File: config.mk
export PLATFORM = sky130hd
export DESIGN_NAME = request_unit_flat
export DESIGN_NICKNAME = d
export VERILOG_FILES = /design/src/rtl/cpu_types_pkg.sv /design/src/rtl/request_unit_if.sv /design/src/rtl/request_unit_sat_counter.sv /design/src/rtl/request_unit.sv /design/src/flat_wrapper.sv
export SDC_FILE = /design/constraint.sdc
export NUM_CORES = 1
export LEC_CHECK = 0
export CAP_MARGIN = 20
export CORE_ASPECT_RATIO = 0.75
export CORE_MARGIN = 3
export CORE_UTILIZATION = 30
export CTS_CLUSTER_DIAMETER = 80
export CTS_CLUSTER_SIZE = 24
export DETAILED_ROUTE_END_ITERATION = 7
export GPL_TIMING_DRIVEN = 0
export PLACE_DENSITY = 0.56
export SYNTH_ARGS = -nofsm -noshare
export SYNTH_HDL_FRONTEND = slang
export SYNTH_SLANG_ARGS = --single-unit
File: constraint.sdc
create_clock -name CLK -period 2.1 [get_ports CLK]
set_input_delay 0.42 -clock CLK [delete_from_list [all_inputs] [get_ports CLK]]
set_output_delay 0.42 -clock CLK [all_outputs]
set_load 0.02 [all_outputs]
File: src/rtl/cpu_types_pkg.sv
// cpu_types_pkg: shared request-unit state encoding and watchdog default
package cpu_types_pkg;
    typedef enum logic [1:0] {
        REQ_FETCH = 2'd0,
        REQ_DATA  = 2'd1,
        REQ_HALT  = 2'd2
    } req_state_t;
    localparam int REQ_WD_DEFAULT = 1024;
endpackage

File: src/rtl/request_unit_if.sv
// request_unit_if: control/cache handshake bundle between decoder, request unit and cache
interface request_unit_if #(parameter int CNT_W = 32);
    logic             iREN;
    logic             memtoReg;
    logic             memWr;
    logic             halt;
    logic             ihit;
    logic             dhit;
    logic             imemREN;
    logic             dmemREN;
    logic             dmemWEN;
    logic             pc_en;
    logic             halted;
    logic             wd_err;
    logic [CNT_W-1:0] stall_cnt;
    modport master (
        output iREN, memtoReg, memWr, halt, ihit, dhit,
        input  imemREN, dmemREN, dmemWEN, pc_en, halted, wd_err, stall_cnt
    );
    modport slave (
        input  iREN, memtoReg, memWr, halt, ihit, dhit,
        output imemREN, dmemREN, dmemWEN, pc_en, halted, wd_err, stall_cnt
    );
endinterface

File: src/rtl/request_unit_sat_counter.sv
// req_sat_counter: saturating up-counter with synchronous clear (clear beats enable)
module req_sat_counter #(
    parameter int W = 8
) (
    input  logic         clk,
    input  logic         rst_n,
    input  logic         en_i,
    input  logic         clr_i,
    output logic [W-1:0] cnt_o
);
    logic [W-1:0] cnt_q, cnt_d;

    // Next count: clear, else increment unless already all-ones
    always_comb cnt_d = clr_i ? '0 : (en_i && !(&cnt_q)) ? cnt_q + 1'b1 : cnt_q;

    // Count register
    always_ff @(posedge clk or negedge rst_n)
        if (!rst_n) cnt_q <= '0;
        else        cnt_q <= cnt_d;

    assign cnt_o = cnt_q;
endmodule

File: src/rtl/request_unit.sv
// request_unit: turns decoded memory/halt controls into cache requests and releases the PC on hit.
// Optional data-request watchdog enabled by defining REQUEST_WATCHDOG_EN.
module request_unit
    import cpu_types_pkg::*;
#(
    parameter int WD_CYCLES = REQ_WD_DEFAULT,
    parameter int CNT_W     = 32
) (
    input  logic            CLK,
    input  logic            nRST,
    request_unit_if.slave   ru
);
    req_state_t state_q, state_d;
    logic       rd_q, rd_d, wr_q, wr_d;
    logic       is_mem, fetch_to_data, data_wait, wd_fire;

    assign is_mem        = ru.memtoReg | ru.memWr;
    assign fetch_to_data = (state_q == REQ_FETCH) && ru.ihit && !ru.halt && is_mem;
    assign data_wait     = (state_q == REQ_DATA) && !ru.dhit;

    // State register
    always_ff @(posedge CLK or negedge nRST)
        if (!nRST) state_q <= REQ_FETCH;
        else       state_q <= state_d;

    // Next-state: halt beats memory ops on ihit; dhit beats the watchdog; HALT only exits via reset
    always_comb begin
        state_d = state_q;
        case (state_q)
            REQ_FETCH: state_d = !ru.ihit ? REQ_FETCH : ru.halt ? REQ_HALT : is_mem ? REQ_DATA : REQ_FETCH;
            REQ_DATA:  state_d = ru.dhit ? REQ_FETCH : wd_fire ? REQ_HALT : REQ_DATA;
            default:   state_d = REQ_HALT;
        endcase
    end

    // Access type latched at ihit; load wins an illegal load+store decode, cleared on leaving DATA
    always_comb begin
        rd_d = fetch_to_data ? ru.memtoReg : (state_d == REQ_DATA) ? rd_q : 1'b0;
        wr_d = fetch_to_data ? (ru.memWr & ~ru.memtoReg) : (state_d == REQ_DATA) ? wr_q : 1'b0;
    end

    // Type registers
    always_ff @(posedge CLK or negedge nRST)
        if (!nRST) begin
            rd_q <= 1'b0;
            wr_q <= 1'b0;
        end else begin
            rd_q <= rd_d;
            wr_q <= wr_d;
        end

    // Output decode from current state; pc_en retires in the hit cycle itself
    always_comb begin
        ru.imemREN = (state_q == REQ_FETCH) ? ru.iREN : 1'b0;
        ru.dmemREN = (state_q == REQ_DATA) & rd_q;
        ru.dmemWEN = (state_q == REQ_DATA) & wr_q;
        ru.pc_en   = ((state_q == REQ_FETCH) & ru.ihit & ~ru.halt & ~is_mem) | ((state_q == REQ_DATA) & ru.dhit);
        ru.halted  = (state_q == REQ_HALT);
    end

    req_sat_counter #(.W(CNT_W)) u_stall (
        .clk   (CLK),
        .rst_n (nRST),
        .en_i  (data_wait),
        .clr_i (1'b0),
        .cnt_o (ru.stall_cnt)
    );

`ifdef REQUEST_WATCHDOG_EN
    localparam int WD_W = $clog2(WD_CYCLES + 1);
    logic [WD_W-1:0] wd_cnt;
    logic            wd_err_q;

    // Fires in the WD_CYCLES-th consecutive DATA cycle without dhit
    assign wd_fire = data_wait && (wd_cnt == WD_W'(WD_CYCLES - 1));

    req_sat_counter #(.W(WD_W)) u_wd (
        .clk   (CLK),
        .rst_n (nRST),
        .en_i  (data_wait),
        .clr_i (fetch_to_data),
        .cnt_o (wd_cnt)
    );

    // Sticky watchdog error flag
    always_ff @(posedge CLK or negedge nRST)
        if (!nRST) wd_err_q <= 1'b0;
        else       wd_err_q <= wd_err_q | wd_fire;

    assign ru.wd_err = wd_err_q;
`else
    assign wd_fire   = 1'b0;
    assign ru.wd_err = 1'b0;
`endif
endmodule

File: src/flat_wrapper.sv
// flat-port wrapper written by rule: the top's interface ports become plain ports
module request_unit_flat import cpu_types_pkg::*;
#(
    parameter int WD_CYCLES = REQ_WD_DEFAULT,
    parameter int CNT_W     = 32
)
  (CLK, nRST, ru_iREN, ru_memtoReg, ru_memWr, ru_halt, ru_ihit, ru_dhit, ru_imemREN, ru_dmemREN, ru_dmemWEN, ru_pc_en, ru_halted, ru_wd_err, ru_stall_cnt);
  request_unit_if #(.CNT_W(CNT_W)) ru_i ();
  input  logic CLK;
  input  logic nRST;
  input wire logic [$bits(ru_i.iREN)-1:0] ru_iREN;
  input wire logic [$bits(ru_i.memtoReg)-1:0] ru_memtoReg;
  input wire logic [$bits(ru_i.memWr)-1:0] ru_memWr;
  input wire logic [$bits(ru_i.halt)-1:0] ru_halt;
  input wire logic [$bits(ru_i.ihit)-1:0] ru_ihit;
  input wire logic [$bits(ru_i.dhit)-1:0] ru_dhit;
  output wire logic [$bits(ru_i.imemREN)-1:0] ru_imemREN;
  output wire logic [$bits(ru_i.dmemREN)-1:0] ru_dmemREN;
  output wire logic [$bits(ru_i.dmemWEN)-1:0] ru_dmemWEN;
  output wire logic [$bits(ru_i.pc_en)-1:0] ru_pc_en;
  output wire logic [$bits(ru_i.halted)-1:0] ru_halted;
  output wire logic [$bits(ru_i.wd_err)-1:0] ru_wd_err;
  output wire logic [$bits(ru_i.stall_cnt)-1:0] ru_stall_cnt;
  assign ru_i.iREN = ru_iREN;
  assign ru_i.memtoReg = ru_memtoReg;
  assign ru_i.memWr = ru_memWr;
  assign ru_i.halt = ru_halt;
  assign ru_i.ihit = ru_ihit;
  assign ru_i.dhit = ru_dhit;
  assign ru_imemREN = ru_i.imemREN;
  assign ru_dmemREN = ru_i.dmemREN;
  assign ru_dmemWEN = ru_i.dmemWEN;
  assign ru_pc_en = ru_i.pc_en;
  assign ru_halted = ru_i.halted;
  assign ru_wd_err = ru_i.wd_err;
  assign ru_stall_cnt = ru_i.stall_cnt;
  request_unit #(.WD_CYCLES(WD_CYCLES), .CNT_W(CNT_W)) u_core (.CLK(CLK), .nRST(nRST), .ru(ru_i));
endmodule
==> qor.yml <==
synth:
  synth_edf_count: 0
  yosys.area.top_type_share_pct: 51.9
  synth_nets: 173
  synth.area.top_cells: "dfrtp_1 (52%), xnor2_1 (11%), xor2_1 (5.0%)"
  yosysTopAreaCell: "dfrtp_1"
  synth_cells: 164
  yosys_warnings: 0
  seq_area_frac_synth_pct: 51.9
  synth_area_um2: 1740
  synth_common_cells: "dfrtp_1 (36), xnor2_1 (21), nand2_1 (14), nand3_1 (14), nor2_1 (13)"
  synth_ff_type: "dfrtp_1"
  synth_seq_cells: 36
  synth.distinct_cells: 36
  synthArstFlopShare_pct: 100
  post-synth-top-count-cell: "dfrtp_1"
  syn_area_per_cell_um2: 10.6
drt:
  drc: 0
  first_iter_violations: 76
  ant_nets: 0
  wl_per_cell_um: 14.0
  dr.pass1.iters: 4
  finalWirelength_mm: 4.23
  num_vias: 1394
  viasPerCell: 4.62
critical_path:
  cp_top_family: "simple AND/OR/NAND/NOR gates"
  critPathKind: "reg -> reg"
  slowest_stage: "or4_4"
  slowest_delay_ns: 0.59
  path_cells: "nand4_4, or4_4, o31a_1, buf_6, mux2_4"
  r2r-end: "u_core.u_stall.cnt_o[1]"
  reg2regPathDepth: 5
  timing.rr.start: "u_core.u_stall.cnt_o[19]"
  path_max_fanout: 10
  path_buf_inv: 1
  setup.worst_path.start_class: "flip-flop"
  crit_start: "u_core.u_stall.cnt_o[19]"
  crit_path_end: "u_core.u_stall.cnt_o[1]"
  cp_data_required_time_ns: 2.27
  endpoint_kind: "flip-flop"
  cp_data_arrival_time_ns: 2.21
  cp_num_cells: 5
  worst-r2r-setup-slack_ns: 0.06
die:
  core_area_um2: 5470
  ios: 46
  fp.dieH_um: 71.9
  die_x_um: 93.9
  dieArea_um2: 6750
  rows: 23
  start_util_pct: 31.8
cts:
  cts.sink_count: 36
  cts_tree: "built"
  worstSkewPairLatency_ns: 0.29
  root_buffer: "clkbuf_8"
  htree_levels: 2
  cts_made_buffers: 5
  cts_hold_buffers: 0
  clk_pin_slew_ns: 0.08
  clk_path_buf_depth: 2
timing:
  worstMarginPinSlew_ns: 0.813
  slew_headroom_pct: 45.8
  rsz0062_at_grt: "false"
  finalSetupViolations: 0
  fin_setup_tns_ns: 0
  hold_viol_final: 0
  skew_ns: 0.00960
  min_period_ns: 2.04
  period_share_pct: 97.2
  final_max_slew_viol_count: 0
  fmax_mhz: 490
pwr:
  leakagePower_uw: 0.00109
  p_total_uw: 1280
  seqPwrFrac_pct: 55.0
  p_sw_share_pct: 21.9
  p_per_area_nw_per_um2: 508
  p_comb_share_pct: 5.4
  p_clk_share_pct: 39.5
  p_int_uw: 999
  peakVddDrop_mv: 0.252
  switchingPower_uw: 280
layout:
  fin_cells: 302
  syn2layout_area_growth_pct: 45.0
  drive_gt1_share_pct: 17.2
  nFillCells: 538
  nNetsFinal: 235
  n_antenna_cell: 0
job:
  cap_violations: 0
global_route:
  grt.total_usage_pct: 12.8
  grt_max_degree: 37
  grt_first_pass_wirelength_mm: 6.75
  gr-total-overflow: 0
  first_global_vias: 1312
  grt_antenna_before_repair: 0
place:
  dp_cells: 283
  dp_hpwl_mm: 2.89
  place.port_buffers: 44
  gp_congestion: 0.746
min_path:
  hold_path.class: "in -> async"
status:
  status: "finished clean"
==> state kept, by name, indices dropped and copies added, names as in the netlist <==
register / cells
u_core.state_q: 2
u_core.u_stall.cnt_o: 32
u_core.rd_q: 1
u_core.wr_q: 1
==> how the worst min path moves through the flow <==
stage                            from                        to  slack, ns  cells after the start
after floorplan                  nRST               u_core.rd_q       0.12                      0
after global placement    u_core.wr_q               u_core.wr_q       0.48                      1
after detailed placement  u_core.rd_q               u_core.rd_q       0.48                      1
after CTS                        nRST               u_core.rd_q       0.25                      1
after global routing             nRST  u_core.u_stall.cnt_o[17]       0.29                      1
final                            nRST   u_core.u_stall.cnt_o[8]       0.23                      1
==> cells by family (layout without fill, tap and decap cells) <==
| family | after synthesis | count (layout) | share of synthesized area (%) |
|---|---|---|---|
| flops | 36 | 36 | 51.9 |
| mux | 1 | 1 | 0.864 |
| xor+xnor | 31 | 31 | 15.6 |
| fa+ha+maj | 1 | 1 | 0.720 |
| compound gates | 7 | 7 | 3.31 |
| simple gates | 80 | 80 | 25.1 |
| buf+inv | 7 | 70 | 2.23 |
| other cells | 1 | 1 | 0.216 |
==> metrics by stage <==
stage          util [%]  worst slack (ns)  hold slack, ns  instance area [um2]
4_1_cts            44.0          -0.00272           0.249                 2410
2_1_floorplan         -            0.0172           0.124                 1740
3_3_place_gp       41.5            -0.592           0.481                 2270
6_report           46.0            0.0595           0.225                 2520
3_5_place_dp       41.4            -0.634           0.484                 2270
5_1_grt            46.0          0.000972           0.293                 2520
==> placed cells by master, fill, tap and decap left out, drive strengths merged, types with 2 or more instances in the layout <==
| master | Yosys | layout |
|---|---|---|
| inv | 4 | 4 |
| xor2 | 10 | 10 |
| clkbuf | 0 | 8 |
| nand4b | 2 | 2 |
| nor3 | 9 | 9 |
| and3 | 2 | 2 |
| dlygate4sd2 | 0 | 3 |
| buf | 3 | 15 |
| nand3 | 14 | 14 |
| nand4 | 13 | 13 |
| nor2 | 13 | 13 |
| a22o | 2 | 2 |
| xnor2 | 21 | 21 |
| nand2 | 14 | 14 |
| clkdlybuf4s50 | 0 | 39 |
| dfrtp | 36 | 36 |
| and2 | 3 | 3 |
==> power by group through the flow <==
stage	logic [uW]	registers, uW	clock network, uW
final	69.7	704	506
after global placement	61.1	719	0
after global routing	76.0	705	541
after detailed placement	60.6	719	0
after CTS	61.7	706	518
after floorplan	11.5	725	0
==> worst reg2reg max path, delay by kind of cell (launching register included) <==
kind,cells,cell delay (ns)
simple gates,2,0.73
buf+inv,1,0.17
mux,1,0.29
flops,1,0.42
compound gates,1,0.31
==> repair_timing <==
item	in CTS	in global routing
endpoints found under the setup margin	16	21
setup buffers	1	10
pin swaps	1	4
resized for setup	14	7
==> area by class of cell <==
cell class / count / area (um2) / area share [%]
Sequential cell: 36 / 903 / 35.9
Multi-Input combinational cell: 121 / 876 / 34.8
Tap cell: 75 / 93.8 / 3.73
Clock buffer: 8 / 90.1 / 3.58
Buffer: 3 / 23.8 / 0.944
Timing Repair Buffer: 55 / 515 / 20.5
Inverter: 4 / 15.0 / 0.596
==> layer usage <==
metal / up-vias / routed length (um) / global-route usage [%] / share of wire (%)
met1: 662 / 2150 / 19.7 / 51
met4: 0 / 43 / 3.85 / 1.0
met5: - / 0 / 0 / 0
li1: 698 / - / - / -
met3: 5 / 186 / 3.21 / 4.4
met2: 29 / 1850 / 17.5 / 44
(Power assumes the default switching activity.)
